==> config.mk <==
export PLATFORM = sky130hd
export DESIGN_NAME = bit_serializer_flat
export DESIGN_NICKNAME = d
export VERILOG_FILES = /design/src/rtl/serial_pkg.sv /design/src/rtl/bit_serializer_if.sv /design/src/rtl/bit_serializer_piso_shift_reg.sv /design/src/rtl/bit_serializer.sv /design/src/flat_wrapper.sv
export SDC_FILE = /design/constraint.sdc
export NUM_CORES = 1
export LEC_CHECK = 0
export ABC_AREA = 1
export BUFFER_PORTS_ARGS = -buffer_cell sky130_fd_sc_hd__buf_2
export CORE_AREA = 2 2 39 41
export CTS_BUF_LIST = sky130_fd_sc_hd__clkbuf_4 sky130_fd_sc_hd__clkbuf_8
export CTS_CLUSTER_SIZE = 24
export DETAILED_ROUTE_END_ITERATION = 8
export DIE_AREA = 0 0 41 43
export GPL_TIMING_DRIVEN = 1
export PLACE_DENSITY = 0.82
export SLEW_MARGIN = 25
export SYNTH_ARGS = -nofsm -noshare
export SYNTH_HDL_FRONTEND = slang
export SYNTH_SLANG_ARGS = --single-unit
==> constraint.sdc <==
create_clock -name clk -period 1.9 [get_ports clk]
set_clock_uncertainty 0.05 [all_clocks]
set_input_delay 0.57 -clock clk [delete_from_list [all_inputs] [get_ports clk]]
set_output_delay 0.57 -clock clk [all_outputs]
set_load 0.005 [all_outputs]
==> src/rtl/serial_pkg.sv <==
// Shared encodings for the serializer and the downstream Mealy sequence detectors.
package serial_pkg;

  localparam int DEFAULT_WIDTH = 8;

  typedef enum logic {
    IDLE  = 1'b0,
    SHIFT = 1'b1
  } ser_state_e;

  // 1010 detector states, named by the longest matched prefix.
  typedef enum logic [1:0] {
    DET_S0    = 2'd0,
    DET_S1    = 2'd1,
    DET_S10   = 2'd2,
    DET_S101  = 2'd3
  } det_state_e;

  function automatic int cnt_width(input int width);
    return (width < 2) ? 1 : $clog2(width);
  endfunction

endpackage

==> src/rtl/bit_serializer_if.sv <==
// Word handshake and serial bit stream between a word source and the serializer.
interface bit_serializer_if
  import serial_pkg::*;
#(
  parameter int WIDTH = DEFAULT_WIDTH
);
  logic [WIDTH-1:0] data_in;
  logic             load;
  logic             ready;
  logic             x_out;
  logic             bit_valid;
  logic             frame_done;

  modport master (
    output data_in, load,
    input  ready, x_out, bit_valid, frame_done
  );

  modport slave (
    input  data_in, load,
    output ready, x_out, bit_valid, frame_done
  );
endinterface

==> src/rtl/bit_serializer_piso_shift_reg.sv <==
// Parallel-load shift register; nxt_bit is the bit that will sit at the output end after this edge.
module piso_shift_reg
  import serial_pkg::*;
#(
  parameter int WIDTH     = DEFAULT_WIDTH,
  parameter bit MSB_FIRST = 1'b1
) (
  input  logic             clk,
  input  logic             reset,
  input  logic             load,
  input  logic             shift,
  input  logic [WIDTH-1:0] din,
  output logic             nxt_bit
);

  logic [WIDTH-1:0] sr_p0;
  logic [WIDTH-1:0] sr_d;

  always_comb begin
    sr_d = sr_p0;
    if (load) begin
      sr_d = din;
    end else if (shift) begin
      sr_d = MSB_FIRST ? {sr_p0[WIDTH-2:0], 1'b0} : {1'b0, sr_p0[WIDTH-1:1]};
    end
  end

  assign nxt_bit = MSB_FIRST ? sr_d[WIDTH-1] : sr_d[0];

  always_ff @(posedge clk or negedge reset) begin
    if (!reset) begin
      sr_p0 <= '0;
    end else begin
      sr_p0 <= sr_d;
    end
  end

endmodule

==> src/rtl/bit_serializer.sv <==
// Parallel-in/serial-out front end for the sequence detectors; gap-free across back-to-back words.
module bit_serializer
  import serial_pkg::*;
#(
  parameter int WIDTH      = DEFAULT_WIDTH,
  parameter bit MSB_FIRST  = 1'b1,
  parameter bit IDLE_LEVEL = 1'b0
) (
  input  logic             clk,
  input  logic             reset,
  bit_serializer_if.slave  bus
);

  localparam int              CW       = $clog2(WIDTH);
  localparam logic [CW-1:0]   LAST_IDX = CW'(WIDTH - 1);

  ser_state_e      state_p0, state_d;
  logic [CW-1:0]   cnt_p0, cnt_d;
  logic            accept, shift, nxt_bit;
  logic            x_p0, vld_p0, fd_p0, rdy_p0;

  // Counter holds bits remaining after the one on x_out; zero marks the last bit,
  // which is also the only SHIFT cycle where a new word may be taken.
  always_comb begin
    state_d = state_p0;
    cnt_d   = cnt_p0;
    accept  = 1'b0;
    shift   = 1'b0;
    case (state_p0)
      IDLE: begin
        if (bus.load) begin
          accept  = 1'b1;
          state_d = SHIFT;
          cnt_d   = LAST_IDX;
        end
      end
      SHIFT: begin
        if (cnt_p0 == '0) begin
          if (bus.load) begin
            accept = 1'b1;
            cnt_d  = LAST_IDX;
          end else begin
            state_d = IDLE;
          end
        end else begin
          shift = 1'b1;
          cnt_d = cnt_p0 - CW'(1);
        end
      end
      default: begin
        state_d = IDLE;
        cnt_d   = '0;
      end
    endcase
  end

  piso_shift_reg #(
    .WIDTH     (WIDTH),
    .MSB_FIRST (MSB_FIRST)
  ) u_piso (
    .clk     (clk),
    .reset   (reset),
    .load    (accept),
    .shift   (shift),
    .din     (bus.data_in),
    .nxt_bit (nxt_bit)
  );

  // Output stage: every output is a flop fed from next-state values.
  always_ff @(posedge clk or negedge reset) begin
    if (!reset) begin
      state_p0 <= IDLE;
      cnt_p0   <= '0;
      x_p0     <= IDLE_LEVEL;
      vld_p0   <= 1'b0;
      fd_p0    <= 1'b0;
      rdy_p0   <= 1'b1;
    end else begin
      state_p0 <= state_d;
      cnt_p0   <= cnt_d;
      x_p0     <= (state_d == SHIFT) ? nxt_bit : IDLE_LEVEL;
      vld_p0   <= (state_d == SHIFT);
      fd_p0    <= (state_d == SHIFT) && (cnt_d == '0);
      rdy_p0   <= (state_d == IDLE) || (cnt_d == '0);
    end
  end

  assign bus.x_out      = x_p0;
  assign bus.bit_valid  = vld_p0;
  assign bus.frame_done = fd_p0;
  assign bus.ready      = rdy_p0;

endmodule
==> src/flat_wrapper.sv <==
// flat-port wrapper written by rule: the top's interface ports become plain ports
module bit_serializer_flat import serial_pkg::*;
#(
  parameter int WIDTH      = DEFAULT_WIDTH,
  parameter bit MSB_FIRST  = 1'b1,
  parameter bit IDLE_LEVEL = 1'b0
)
  (clk, reset, bus_data_in, bus_load, bus_ready, bus_x_out, bus_bit_valid, bus_frame_done);
  bit_serializer_if #(.WIDTH(WIDTH)) bus_i ();
  input  logic clk;
  input  logic reset;
  input wire logic [$bits(bus_i.data_in)-1:0] bus_data_in;
  input wire logic [$bits(bus_i.load)-1:0] bus_load;
  output wire logic [$bits(bus_i.ready)-1:0] bus_ready;
  output wire logic [$bits(bus_i.x_out)-1:0] bus_x_out;
  output wire logic [$bits(bus_i.bit_valid)-1:0] bus_bit_valid;
  output wire logic [$bits(bus_i.frame_done)-1:0] bus_frame_done;
  assign bus_i.data_in = bus_data_in;
  assign bus_i.load = bus_load;
  assign bus_ready = bus_i.ready;
  assign bus_x_out = bus_i.x_out;
  assign bus_bit_valid = bus_i.bit_valid;
  assign bus_frame_done = bus_i.frame_done;
  bit_serializer #(.WIDTH(WIDTH), .MSB_FIRST(MSB_FIRST), .IDLE_LEVEL(IDLE_LEVEL)) u_core (.clk(clk), .reset(reset), .bus(bus_i));
endmodule
==> impl_metrics.csv <==
group,metric,value,unit
min_path,hp-class,"in2async",
timing,fmax,640.7,MHz
power,swShare,41.53,%
routing,drtIter0Drc,22,
outcome,outcome,"completed",
place,gp_congestion,0.8249,
finish,layout_common_cells,"nand2_1, buf_2, dfrtp_1, nand3_1, inv_1",
worst_setup_path,worstPathCellList,"buf_2",
clock_tree,clock_latency,280,ps
routing,drtAntennaViolNets,0,
clock_tree,clockRootBuffer,"clkbuf_4",
worst_setup_path,slowest_delay,490,ps
power,power,1.267,mW
place,hpwl,992.9,microns
global_route,grt_pass1_wl,2.249,mm
synth,synth_cell_type_count,18,
power,power_density,1573,nW/um^2
timing,slew_violations,0,
routing,drcViolationCount,0,
power,power_switching,526.2,uW
synth,ys_warn_count,0,
clock_tree,cts_tree,"yes",
worst_setup_path,required,1280,ps
worst_setup_path,cp-start-kind,"register",
timing,maxSlewHeadroom,80.42,%
worst_setup_path,rrSetupSlack,490,ps
clock_tree,clk_path_buf_depth,2,
timing,finalCriticalPeriod,1561,ps
synth,syn-cell-area,679.4,sq um
timing,fin_setup_tns,0,ps
worst_setup_path,critPathTopFamily,"flip-flops",
timing,finalCritPeriodShare,82.15,%
clock_tree,h-tree-depth,1,
finish,final_layout_size_suffix_gt1_share,34.38,%
synth,synth-seq-area-share,51.75,%
clock_tree,postCtsSetupBuffers,0,
floorplanning,die_h,43,microns
worst_setup_path,critPathMaxFanout,6,
power,p_leak,0.4380,nW
clock_tree,clk_pin_slew,90,ps
clock_tree,clock_sinks,14,
synth,synth_seq_cells,14,
worst_setup_path,crit_type,"reg2out",
worst_setup_path,worst-path-buf-inv,1,
routing,wl_per_cell,11.60,microns
floorplanning,dieArea,1763,sq um
worst_setup_path,arrival,940,ps
global_route,grt_max_degree,15,
power,seqPwrFrac,37.5,%
routing,routed_wl,1.299,mm
timing,rsz0062_at_grt,"no",
global_route,grt_pass1_vias,552,
clock_tree,post_cts_resize_count,0,
routing,avgViaCountPerCell,5.045,
synth,avgSynthCellArea,8.710,sq um
place,port-buffer-count,14,
global_route,grt_usage,19.90,%
finish,nNetsFinal,110,
synth,netlist_instances,78,
job,maxCapViolations,0,
finish,antenna_cells,0,
power,peakVddDrop,872.9,uV
floorplanning,start_util,49.10,%
routing,dr.pass1.iters,4,
power,p_int,740.9,uW
clock_tree,cts_hold_buf,0,
finish,mostFrequentLayoutCell,"nand2_1",
global_route,antenna_found_initial,0,
floorplanning,io_pins,15,
worst_setup_path,cp-end-kind,"primary output",
synth,synth_fp_nets,91,
power,p_clk_share,17.3,%
floorplanning,fp.dieW,41,microns
timing,hold_viol_final,0,
routing,via_count,565,
power,combPwrFrac,45.2,%
timing,finalSetupViolations,0,
worst_setup_path,crit_slowest_cell,"dfrtp_1",
clock_tree,numCtsBuffers,3,
floorplanning,core_area,1384,sq um
timing,worst_pin_slew,293.7,ps
global_route,globalRouteOverflowTotal,0,
floorplanning,placementRows,14,
finish,area_growth,18.60,%
-- power by group through the flow --
stage,clock network (mW),registers [mW],logic [mW]
floorplan,0,0.470,0.447
global placement,0,0.476,0.546
detailed placement,0,0.479,0.574
CTS,0.224,0.474,0.574
global route,0.236,0.488,0.655
finish,0.219,0.475,0.573
-- registers in the layout (all words and copies together), names as in the netlist --
signal and count:
u_core.u_piso.sr_p0 7, u_core.state_p0 1, u_core.bus.x_out 1, u_core.bus.frame_done 1
u_core.bus.ready 1, u_core.cnt_p0 3
-- stage by stage --
step	cells	util (%)	hold slack (ps)	cell area, sq um	setup WS [ps]
after global placement	108	55.61	419.6	769.5	472.3
final	112	58.23	103.1	805.8	339.1
after floorplan	78	-	224.4	679.4	627.1
after global routing	112	58.23	122.0	805.8	299.5
after CTS	112	58.23	108.0	805.8	340.9
after detailed placement	108	55.61	423.3	769.5	472.8
-- per-layer routing --
layer	wire, microns	GRT usage [%]
met5	0	0
met2	623	30.00
met1	556	23.39
met3	69	6.283
met4	48	12.00
-- path summary, 6_finish.rpt --
check                                                    from                                 end  cells past startpoint
hold / removal                                          reset          u_core.cnt_p0[2]$_DFF_PN0_                      1
hold reg to reg            u_core.u_piso.sr_p0[6]$_DFFE_PN0P_  u_core.u_piso.sr_p0[6]$_DFFE_PN0P_                      2
setup reg to reg                   u_core.cnt_p0[0]$_DFF_PN0_  u_core.u_piso.sr_p0[4]$_DFFE_PN0P_                      8
setup / recovery                    u_core.state_p0$_DFF_PN0_                       bus_bit_valid                      1
min in group clk                               bus_data_in[7]          u_core.bus.x_out$_DFF_PN0_                      3
max in group asynchronous                               reset          u_core.bus.ready$_DFF_PN1_                      1
-- Yosys cell counts --
cell	instances	share of area (%)
nand2_1	30	17
dfrtp_1	13	48
nand3_1	7	5.2
inv_1	5	2.8
nand2_2	4	3.7
inv_2	3	1.7
nor2_2	3	2.8
ha_1	2	3.7
nor2_1	2	1.1
a21oi_1	1	0.74
dfstp_2	1	3.9
inv_4	1	0.92
nand2_4	1	1.7
nand3b_1	1	1.1
nor2_4	1	1.7
nor2_8	1	2.9
o211ai_1	1	1.1
o21ai_1	1	0.74
-- kinds of logic (layout without fill, tap and decap cells) --
kind of cell	count (synthesis)	count (layout)	synth area share, %
compound gates	3	3	2.577
fa+ha+maj	2	2	3.683
buf+inv	9	27	5.341
simple gates	50	50	36.65
flops	14	14	51.75
-- cell type report --
cell class,instances,area (sq um)
clock buffers,4,36.28
fillers,124,578.1
inverters,9,36.28
multi-input cells,55,291.5
flip-flops and latches,14,351.6
well taps,16,20.02
repair buffers,14,70.07
Note: power is estimated with default switching activity, not from simulation.
